[config.mk]
export PLATFORM = sky130hd
export DESIGN_NAME = fetch_sequencer
export DESIGN_NICKNAME = d
export VERILOG_FILES = /design/src/rtl/fetch_sequencer.sv
export SDC_FILE = /design/constraint.sdc
export NUM_CORES = 1
export LEC_CHECK = 0
export BUFFER_PORTS_ARGS = -buffer_cell sky130_fd_sc_hd__buf_4
export CAP_MARGIN = 10
export CORE_MARGIN = 3
export CORE_UTILIZATION = 53
export CTS_BUF_LIST = sky130_fd_sc_hd__clkbuf_4 sky130_fd_sc_hd__clkbuf_8
export DETAILED_ROUTE_END_ITERATION = 10
export PLACE_DENSITY = 0.86
export SLEW_MARGIN = 40
export SYNTH_ARGS = -nofsm -noshare
export SYNTH_HDL_FRONTEND = slang
export SYNTH_SLANG_ARGS = --single-unit
[constraint.sdc]
create_clock -name clk -period 3.7 [get_ports clk]
set_input_delay 0 -clock clk [delete_from_list [all_inputs] [get_ports clk]]
set_output_delay 0 -clock clk [all_outputs]
set_load 0.1 [all_outputs]
[src/rtl/fetch_sequencer.sv]
// Instruction-fetch controller: loads the MAR from the PC, issues a memory read,
// captures the returned word for decode and handles branch redirects, including mid-read ones.
module fetch_sequencer #(
    parameter int unsigned ADDR_W   = 5,
    parameter int unsigned DATA_W   = 32,
    parameter int unsigned RESET_PC = 0
) (
    input  logic              clk,
    input  logic              rst_n,
    input  logic              fetch_en_i,
    output logic              mar_wr_o,
    output logic              mar_rd_o,
    output logic [ADDR_W-1:0] mar_addin_o,
    output logic              mem_req_o,
    input  logic              mem_ack_i,
    input  logic [DATA_W-1:0] mem_rdata_i,
    output logic [DATA_W-1:0] instr_o,
    output logic [ADDR_W-1:0] instr_pc_o,
    output logic              instr_valid_o,
    input  logic              instr_ready_i,
    input  logic              redirect_i,
    input  logic [ADDR_W-1:0] redirect_pc_i,
    output logic [ADDR_W-1:0] pc_o
);

    typedef enum logic [2:0] {
        IDLE     = 3'd0,
        LOAD_MAR = 3'd1,
        ISSUE    = 3'd2,
        MEM_WAIT = 3'd3,
        HOLD     = 3'd4
    } state_e;

    state_e              state_q, state_d;
    logic [ADDR_W-1:0]   pc_q, pc_d;
    logic                flush_q, flush_d;
    logic [DATA_W-1:0]   instr_q, instr_d;
    logic [ADDR_W-1:0]   instr_pc_q, instr_pc_d;
    logic                valid_q, valid_d;
    logic                mar_wr_q, mar_wr_d;
    logic                mar_rd_q, mar_rd_d;
    logic                mem_req_q, mem_req_d;
    logic [ADDR_W-1:0]   mar_addin_q, mar_addin_d;

    // State register; strobes are registered from the next state so they track state_q exactly.
    always_ff @(posedge clk or negedge rst_n) begin
        if (!rst_n) begin
            state_q     <= IDLE;
            pc_q        <= ADDR_W'(RESET_PC);
            flush_q     <= 1'b0;
            instr_q     <= '0;
            instr_pc_q  <= '0;
            valid_q     <= 1'b0;
            mar_wr_q    <= 1'b0;
            mar_rd_q    <= 1'b0;
            mem_req_q   <= 1'b0;
            mar_addin_q <= '0;
        end else begin
            state_q     <= state_d;
            pc_q        <= pc_d;
            flush_q     <= flush_d;
            instr_q     <= instr_d;
            instr_pc_q  <= instr_pc_d;
            valid_q     <= valid_d;
            mar_wr_q    <= mar_wr_d;
            mar_rd_q    <= mar_rd_d;
            mem_req_q   <= mem_req_d;
            mar_addin_q <= mar_addin_d;
        end
    end

    // Next-state and datapath control; redirect wins over every other event.
    always_comb begin
        state_d    = state_q;
        pc_d       = pc_q;
        flush_d    = flush_q;
        instr_d    = instr_q;
        instr_pc_d = instr_pc_q;
        valid_d    = valid_q;

        case (state_q)
            IDLE: begin
                if (redirect_i) pc_d = redirect_pc_i;
                if (fetch_en_i) state_d = LOAD_MAR;
            end
            LOAD_MAR: begin
                if (redirect_i) begin
                    pc_d    = redirect_pc_i;
                    state_d = LOAD_MAR;
                end else begin
                    state_d = ISSUE;
                end
            end
            ISSUE: begin
                if (redirect_i) begin
                    pc_d    = redirect_pc_i;
                    state_d = LOAD_MAR;
                end else begin
                    state_d = MEM_WAIT;
                end
            end
            MEM_WAIT: begin
                if (redirect_i) begin
                    pc_d = redirect_pc_i;
                    if (mem_ack_i) begin
                        flush_d = 1'b0;
                        state_d = LOAD_MAR;
                    end else begin
                        flush_d = 1'b1;
                    end
                end else if (mem_ack_i) begin
                    if (flush_q) begin
                        flush_d = 1'b0;
                        state_d = LOAD_MAR;
                    end else begin
                        instr_d    = mem_rdata_i;
                        instr_pc_d = pc_q;
                        pc_d       = pc_q + ADDR_W'(1);
                        valid_d    = 1'b1;
                        state_d    = HOLD;
                    end
                end
            end
            HOLD: begin
                if (redirect_i || instr_ready_i) begin
                    valid_d = 1'b0;
                    state_d = fetch_en_i ? LOAD_MAR : IDLE;
                    if (redirect_i) pc_d = redirect_pc_i;
                end
            end
            default: state_d = IDLE;
        endcase

        mar_wr_d    = (state_d == LOAD_MAR);
        mar_rd_d    = (state_d == ISSUE);
        mem_req_d   = (state_d == MEM_WAIT);
        mar_addin_d = (state_d == LOAD_MAR) ? pc_d : '0;
    end

    assign mar_wr_o      = mar_wr_q;
    assign mar_rd_o      = mar_rd_q;
    assign mar_addin_o   = mar_addin_q;
    assign mem_req_o     = mem_req_q;
    assign instr_o       = instr_q;
    assign instr_pc_o    = instr_pc_q;
    assign instr_valid_o = valid_q;
    assign pc_o          = pc_q;

endmodule

==> run metrics, run 1 <==
synthesized area per cell 13.8 sq um; I/O pin count 94; Starting Density 0.567; status finished clean; RSZ-0062 raised after global routing no; post-CTS sizing 0; WL per Instance 19.3 um; yosys warns 0; Yosys reg bits 55; initial antenna violation count 0; grt total ovfl 0; # fillers 197; DRT Wirelength 6740 um; share of layout cells above drive strength 1 0.468; Clock Skew 0.0138 ns; flop2flop setup slack 1.55 ns; Area growth syn-to-layout 50.3%; Iteration-0 DRC Markers 182; measured slew at the worst slew-check pin 0.763 ns; Clock Latency Late Sink 0.31 ns; Syn Inst Count 169; Post-synth EDFFs 0; I/O Buffers 93; worst hold-check path type input port to flip-flop; CTS Sinks 55; CTS tree built; post-CTS setup buffer count 0; syn nets 213; Setup CP Type flip-flop to flip-flop; vias in the first global route 1,953; Final min period 2.15 ns; Num CTS Buffers 5; hold-fix buffers at CTS 39; Reg clk slew, reported paths 0.10 ns; final setup TNS 0 ns; number of H-tree levels 2; period utilization 0.580; Unique masters post-synth 38; DP Cell Count 302; Die X 72.3 um; top fanout value on the critical path 39; Post-Syn Area 0.00233 sq mm; most common cell after layout, fill and taps aside buf_4; Setup crit start kind flip-flop; post-DP HPWL 3640 um; final setup fails 0; global-route wire length before repair 10,700 um; largest net degree at the start of global routing 56; core area 0.00412 sq mm; asr flop ratio synth 1.00; Final Non-Filler Cells 349; Bufs on Longest Clock Path 2; Via density 5.41; Post-route DRC 0; Arrival @ worst endpoint 2.30 ns; Die Y 72.3 um; Slew Limit Headroom 0.491; total die area 0.00523 sq mm; # rows 23; CP required 3.85 ns; # diodes 0; first-pass iteration count of the detailed router 4; GRT Util Overall 0.272; Max Fclk 466 MHz; Fin. Hold Viols 0; clk root buf clkbuf_8; GPL Wtd Cong 0.830; via count 1,889; antenna viol nets, final 0; register area share after synthesis 0.590; Max Slew Vio Count 0; main flop type after synthesis dfrtp_1; crit end category flip-flop; commonest cells after routing, fill and taps aside buf_4 (93), dfrtp_1 (55), dlygate4sd3_1 (39), mux2_2 (29); nets@finish 342; Max-cap violations 0; Final Core Density 0.852
per-layer routing:
metal  global-route usage  up-vias  share of wire
met5                    0        -              0
met4               0.0731        0          0.021
met3               0.0720       14          0.067
met2                0.457       72           0.51
met1                0.349      946           0.40
li1                     -      857              -
cell families (layout without fill, tap and decap cells):
logic type / Yosys count / after routing / synth area share
DFF: 55 / 55 / 0.590
muxes: 39 / 39 / 0.198
AOI/OAI and AO/OA: 28 / 28 / 0.0794
and+or+nand+nor: 28 / 28 / 0.0724
buffers and inverters: 15 / 145 / 0.0435
xor gates and xnor gates: 3 / 3 / 0.0113
adders and majority gates: 1 / 1 / 0.00536
final cells by class:
class	count	area, sq um	area share
flip-flops and latches	55	1380	0.393
repair buffers	132	1090	0.311
multi-input cells	99	855	0.244
clock buffers	7	96.3	0.0275
well taps	50	62.6	0.0179
inverters	5	18.8	0.00536
clock inverters	1	7.51	0.00214
path summary, 6_finish.rpt:
path                                                  end                      start  cells after the start
min in group asynchronous         instr_o[25]$_DFFE_PN0P_                      rst_n                      2
worst max-delay path             mar_addin_o[0]$_DFF_PN0_       state_q[1]$_DFF_PN0_                      4
max in group asynchronous          instr_o[9]$_DFFE_PN0P_                      rst_n                      2
worst max register to register   mar_addin_o[0]$_DFF_PN0_       state_q[1]$_DFF_PN0_                      4
worst min-delay path                    pc_o[1]$_DFF_PN0_           redirect_pc_i[1]                      3
worst min register to register  instr_pc_o[1]$_DFFE_PN0P_  instr_pc_o[1]$_DFFE_PN0P_                      1
through the flow:
stage	cell area, sq um	hold WS [ns]	setup slack, ns
2_1_floorplan	2330	-0.296	1.68
3_3_place_gp	3010	0.0818	1.75
3_5_place_dp	3010	0.0777	1.68
4_1_cts	3500	0.0413	1.66
5_1_grt	3500	0.0555	1.45
6_report	3500	0.0412	1.55
synthesized netlist by cell type (4+ instances only):
cell type | n | area (sq um)
dfrtp_1 | 55 | 1380
mux2_2 | 29 | 327
mux2_4 | 7 | 105
nand2_1 | 7 | 26.3
a21oi_1 | 6 | 30.0
buf_6 | 5 | 56.3
inv_1 | 5 | 18.8
a31oi_1 | 4 | 25.0
nor2_1 | 4 | 15.0
worst max-delay path, cell delays in order (launching register included):
cell      delay [ns]
dfrtp_1         0.56
and3b_1         0.36
nand3_4         0.50
o22ai_1         0.49
a211oi_1        0.08
state kept, by name (all words and copies together) (netlist names):
register,flops
pc_o,5
instr_o,32
mem_req_o,1
mar_rd_o,1
flush_q,1
mar_addin_o,5
instr_pc_o,5
state_q,3
mar_wr_o,1
instr_valid_o,1
Power of run 1 is not shown: default switching activity piles up to over one toggle a cycle in this logic, so the estimate is an artifact.
==> inputs of run 2 (changes only) <==
--- a/config.mk
+++ b/config.mk
@@ -5,13 +5,14 @@
 export SDC_FILE = /design/constraint.sdc
 export NUM_CORES = 1
 export LEC_CHECK = 0
+export ABC_AREA = 1
 export BUFFER_PORTS_ARGS = -buffer_cell sky130_fd_sc_hd__buf_4
 export CAP_MARGIN = 10
 export CORE_MARGIN = 3
-export CORE_UTILIZATION = 53
+export CORE_UTILIZATION = 45
 export CTS_BUF_LIST = sky130_fd_sc_hd__clkbuf_4 sky130_fd_sc_hd__clkbuf_8
 export DETAILED_ROUTE_END_ITERATION = 10
-export PLACE_DENSITY = 0.86
+export PLACE_DENSITY = 0.78
 export SLEW_MARGIN = 40
 export SYNTH_ARGS = -nofsm -noshare
 export SYNTH_HDL_FRONTEND = slang
==> constraint.sdc (replaced) <==
create_clock -name clk -period 1.85 [get_ports clk]
set_input_delay 0 -clock clk [delete_from_list [all_inputs] [get_ports clk]]
set_output_delay 0 -clock clk [all_outputs]
set_load 0.1 [all_outputs]
==> run 2 against run 1 <==
Net effect: setup slack worse by 1.3 ns; maximum frequency up 38%; hold slack better by 0.019 ns; final cell count up 37%; die area up 18%; sequential share of layout area down 0.70 points; non-clock buffer count down 1; via count up 19%; synthesized area up 2.1%; flip-flop and latch count unchanged; first-iteration DRC count down 36%.
==> run metrics, run 2 <==
status finished clean; # rows 25; # diodes 0; asr flop ratio synth 1.00; I/O pin count 94; vias in the first global route 2,212; Post-synth EDFFs 0; cell mode on critical path nand2_1; Final min period 1.55 ns; Clock Latency Late Sink 0.31 ns; Synth area leaders dfrtp_1 (58%), nand2_1 (21%), inv_1 (3.0%), nor2_1 (3.0%), buf_6 (1.9%); Worst path slowest cell dfrtp_1; Final Non-Filler Cells 477; Largest register FFs 32; via count 2,253; worst-path cell chain nand2_2 -> nor2_4 -> inv_2 -> nor2_8 -> buf_4 -> nand2_1 -> nand2_1; Max-cap violations 0; Final Core Density 0.728; Max Fclk 645 MHz; CP peak stage delay 0.41 ns; Die X 78.7 um; Area growth syn-to-layout 50.1%; Reg clk slew, reported paths 0.10 ns; initial antenna violation count 0; syn nets 323; number of H-tree levels 2; post-CTS setup buffer count 0; Arrival @ worst endpoint 1.80 ns; share of the synthesized area in the top cell type 0.578; largest net degree at the start of global routing 56; core area 0.00491 sq mm; nets@finish 453; Starting Density 0.485; GPL Wtd Cong 0.874; Post-Syn Area 0.00238 sq mm; Clock Skew 0.00789 ns; clk root buf clkbuf_8; Setup crit start kind flip-flop; post-DP HPWL 4010 um; worst hold-check path type input port to flip-flop; crit end category flip-flop; final setup TNS 0 ns; Crit path max-delay family simple AND/OR/NAND/NOR gates; measured slew at the worst slew-check pin 0.690 ns; Post-route DRC 0; period utilization 0.838; most numerous cell in the Yosys netlist nand2_1; CTS tree built; largest area contributor in the netlist dfrtp_1; Commonest cells post-synth nand2_1 (133), dfrtp_1 (55), inv_1 (19), nor2_1 (19); CP required 2.10 ns; DRT Wirelength 6310 um; WL per Instance 13.2 um; Via density 4.72; register area share after synthesis 0.578; Yosys reg bits 55; Max Slew Vio Count 0; synthesized area per cell 8.53 sq um; yosys warns 0; final setup fails 0; commonest cells after routing, fill and taps aside nand2_1 (133), buf_4 (94), dfrtp_1 (53), dlygate4sd3_1 (37); top fanout value on the critical path 32; I/O Buffers 93; main flop type after synthesis dfrtp_1; DP Cell Count 432; RSZ-0062 raised after global routing no; first-pass iteration count of the detailed router 4; antenna viol nets, final 0; CTS Sinks 55; Setup CP Type flip-flop to flip-flop; Num CTS Buffers 5; GRT Util Overall 0.210; Bufs on Longest Clock Path 2; grt total ovfl 0; Syn Inst Count 279; Iteration-0 DRC Markers 117; Die Y 78.7 um; total die area 0.00620 sq mm; Unique masters post-synth 23; share of layout cells above drive strength 1 0.293; Slew Limit Headroom 0.540; Fin. Hold Viols 0; global-route wire length before repair 10,300 um; Buf/Inv on CP 2; most common cell after layout, fill and taps aside nand2_1
## run 2: changes by cell type after synthesis, sizes merged, moves of 3 or more
cell	delta
mux2i	-3
a211oi	-3
nand3	+5
nand2	+129
o22ai	-3
nor2	+19
nor2b	-4
mux2	-36
inv	+18
nor3b	-3
a31oi	-3
o21ai	+7
## run 2: timing repair
item                                   CTS  global route
gates resized for setup                  0             2
endpoints found under the hold margin   90             0
setup endpoints to repair                0             1
hold buffers                            37             0
## run 2: stage by stage
step	area [sq um]	hold slack [ns]	setup WS [ns]
final	3570	0.0606	0.299
after global routing	3570	0.0964	0.184
after CTS	3570	0.0638	0.171
after detailed placement	3100	0.0916	0.185
after global placement	3100	0.0829	0.216
after floorplan	2380	-0.296	0.0731
## run 2: logic make-up (layout without fill, tap and decap cells)
group / Yosys count / count (layout) / synth area share
AO/OA/AOI/OAI: 24 / 24 / 0.0641
buffers and inverters: 31 / 162 / 0.0678
AND/OR/NAND/NOR: 168 / 168 / 0.285
adder cells (fa/ha/maj): 1 / 1 / 0.00525
flip-flops: 55 / 55 / 0.578
## run 2: path summary, 6_finish.rpt
kind | cells past startpoint | endpoint | from | slack [ns]
worst min register to register | 2 | instr_o[29]$_DFFE_PN0P_ | instr_o[29]$_DFFE_PN0P_ | 0.48
worst min-delay path | 5 | pc_o[1]$_DFF_PN0_ | redirect_pc_i[1] | 0.06
worst max-delay path | 7 | instr_o[16]$_DFFE_PN0P_ | state_q[1]$_DFF_PN0_ | 0.30
max in group asynchronous | 2 | pc_o[1]$_DFF_PN0_ | rst_n | 1.07
min in group asynchronous | 2 | instr_o[6]$_DFFE_PN0P_ | rst_n | 0.26
worst max register to register | 7 | instr_o[16]$_DFFE_PN0P_ | state_q[1]$_DFF_PN0_ | 0.30
## run 2: cell type report
cell class	instances	area, sq um
flip-flops and latches	55	1380
clock buffers	7	96.3
well taps	67	83.8
clock inverters	1	7.51
repair buffers	131	1080
inverters	23	88.8
fillers	355	1340
multi-input cells	193	843
## run 2: worst min-delay path, stage by stage
cell and delay (ns):
buf_4 0.08, nor2_1 0.03, nor2_1 0.09, nand2_1 0.07, nand2_1 0.06
## run 2: routing by layer
metal	GRT usage	vias to the layer above	share of wire
met1	0.281	1046	0.44
li1	-	1113	-
met3	0.0329	7	0.063
met5	0	-	0
met2	0.351	87	0.49
met4	0.0682	0	0.012
Power of run 2 is left out for the same reason.
==> inputs of run 3 (changes only) <==
--- a/config.mk
+++ b/config.mk
@@ -5,14 +5,14 @@
 export SDC_FILE = /design/constraint.sdc
 export NUM_CORES = 1
 export LEC_CHECK = 0
-export ABC_AREA = 1
+export ABC_AREA = 0
 export BUFFER_PORTS_ARGS = -buffer_cell sky130_fd_sc_hd__buf_4
 export CAP_MARGIN = 10
 export CORE_MARGIN = 3
-export CORE_UTILIZATION = 45
+export CORE_UTILIZATION = 50
 export CTS_BUF_LIST = sky130_fd_sc_hd__clkbuf_4 sky130_fd_sc_hd__clkbuf_8
 export DETAILED_ROUTE_END_ITERATION = 10
-export PLACE_DENSITY = 0.78
+export PLACE_DENSITY = 0.82
 export SLEW_MARGIN = 40
 export SYNTH_ARGS = -nofsm -noshare
 export SYNTH_HDL_FRONTEND = slang
==> constraint.sdc (replaced) <==
create_clock -name clk -period 1.5 [get_ports clk]
set_input_delay 0 -clock clk [delete_from_list [all_inputs] [get_ports clk]]
set_output_delay 0 -clock clk [all_outputs]
set_load 0.1 [all_outputs]
==> run 3 against run 2 <==
Net effect: critical path type unchanged; via count fell by 6.2%; global-route usage increased by 3.9 points; wire length is 38% higher; register-to-register slack worse by 0.39 ns; first-iteration DRC count up 6.8%; clock skew fell by 0.0033 ns; largest cell class unchanged; the run now ends with setup timing left; highest routed layer unchanged.
==> run metrics, run 3 (synthesis gave the netlist of run 1 again) <==
FF-to-FF Start state_q[1]$_DFF_PN0_; Max-cap violations 0; Die Y 74.3 um; top fanout value on the critical path 8; # fillers 161; Max Slew Vio Count 0; Final Non-Filler Cells 373; worst-path cell chain and3b_2 -> buf_4 -> a31oi_1 -> a22oi_1; crit path capture pc_o[1]$_DFF_PN0_; Reg clk slew, reported paths 0.09 ns; antenna viol nets, final 0; CP Launch Point state_q[1]$_DFF_PN0_; Post-DP Area 0.00316 sq mm; post-DP HPWL 3910 um; Clock Skew 0.00456 ns; worst hold-check path type input port to flip-flop; Starting Density 0.528; Num CTS Buffers 5; Slew Limit Headroom 0.704; core area 0.00441 sq mm; clk root buf clkbuf_8; CTS tree built; nets@finish 364; WL per Instance 23.3 um; Setup CP Type flip-flop to flip-flop; global-route wire length before repair 10,300 um; first-pass iteration count of the detailed router 5; Post-route DRC 0; Via density 5.67; CP peak stage delay 0.46 ns; number of H-tree levels 2; Fin. Hold Viols 0; Die X 74.3 um; largest net degree at the start of global routing 33; Arrival @ worst endpoint 1.76 ns; GPL Wtd Cong 0.822; Setup crit start kind flip-flop; Iteration-0 DRC Markers 125; Max Fclk 631 MHz; Clock Latency Late Sink 0.31 ns; flop2flop setup slack -0.09 ns; most common cell after layout, fill and taps aside buf_4; GRT Util Overall 0.249; Sequential Area 0.00139 sq mm; FF-to-FF End pc_o[1]$_DFF_PN0_; final setup fails 7; via count 2,114; I/O Buffers 93; Register-to-Register Path Depth 4; Buf/Inv on CP 1; commonest cells after routing, fill and taps aside buf_4 (109), dfrtp_1 (48), dlygate4sd3_1 (38), mux2_4 (30); I/O pin count 94; measured slew at the worst slew-check pin 0.444 ns; crit end category flip-flop; # rows 24; Crit path max-delay family compound AO/OA/AOI/OAI gates; RSZ-0062 raised after global routing yes; grt total ovfl 0; Bufs on Longest Clock Path 2; CTS Sinks 55; number of stages on the worst hold path 3; share of layout cells above drive strength 1 0.586; Crit path depth 4; # diodes 0; DP Cell Count 317; final worst slack -0.0860 ns; Worst path slowest cell dfrtp_2; initial antenna violation count 0; status complete, but fails checks; period utilization 1.06; hold_ws 0.0171 ns; total die area 0.00552 sq mm; DRT Wirelength 8680 um; multi-input logic area 0.00103 sq mm; Largest register FFs 32; Area growth syn-to-layout 69.3%; final instance area 0.00395 sq mm; vias in the first global route 2,044; Final min period 1.59 ns; CP required 1.67 ns; failing checks setup timing
[run 3: cell count changes in the layout (fill, tap and decap cells not counted), moves of 5 or more]
cell and change:
mux2_4 +30, inv_1 -15, nand3_1 -6, nor2_1 -15, dfrtp_1 -5, nand2_1 -128, mux2_2 +6, buf_4 +15
[run 3: cell type report]
cell class | count | area share
sequential | 55 | 0.352
timing repair buffer | 154 | 0.335
multi-input combinational | 99 | 0.261
clock buffer | 6 | 0.0209
tap | 52 | 0.0165
clock inverter | 2 | 0.00887
inverter | 5 | 0.00570
[run 3: stage by stage]
stage	utilization	worst slack (ns)	setup TNS, ns
finish	0.895	-0.0860	-0.153
global route	0.895	-0.0841	-1.32
CTS	0.832	-0.00968	-0.0362
detailed placement	0.715	-0.0114	-0.0355
global placement	0.715	0.0223	0
floorplan	-	-0.00368	-0.00368
[run 3: layer usage]
layer	routed length [um]	GRT usage	vias up
met2	4670	0.460	120
met5	0	0	-
met3	641	0.0432	21
met4	210	0.0534	0
li1	-	-	906
met1	3160	0.306	1067
[run 3: repair_timing]
action	in CTS	in global routing
endpoints found under the hold margin	93	0
cloned	0	3
buffers inserted	2	5
hold buffers	38	0
resized for setup	1	44
setup endpoints to repair	25	39
pin swaps	0	4
[run 3: worst min-delay path by stage]
| stage | start | to | slack (ns) |
|---|---|---|---|
| after floorplan | rst_n | flush_q$_DFFE_PN0P_ | -0.30 |
| after detailed placement | rst_n | instr_o[10]$_DFFE_PN0P_ | -0.04 |
| after global routing | redirect_pc_i[3] | pc_o[3]$_DFF_PN0_ | 0.03 |
| after global placement | rst_n | instr_o[10]$_DFFE_PN0P_ | -0.04 |
| final | redirect_pc_i[3] | pc_o[3]$_DFF_PN0_ | 0.02 |
| after CTS | redirect_pc_i[3] | pc_o[3]$_DFF_PN0_ | 0.01 |
[run 3: worst register-to-register path: stages, from the launching register on]
cell and delay, ns:
dfrtp_2 0.46, and3b_2 0.27, buf_4 0.17, a31oi_1 0.37
a22oi_1 0.18
Power of run 3 is left out for the same reason.
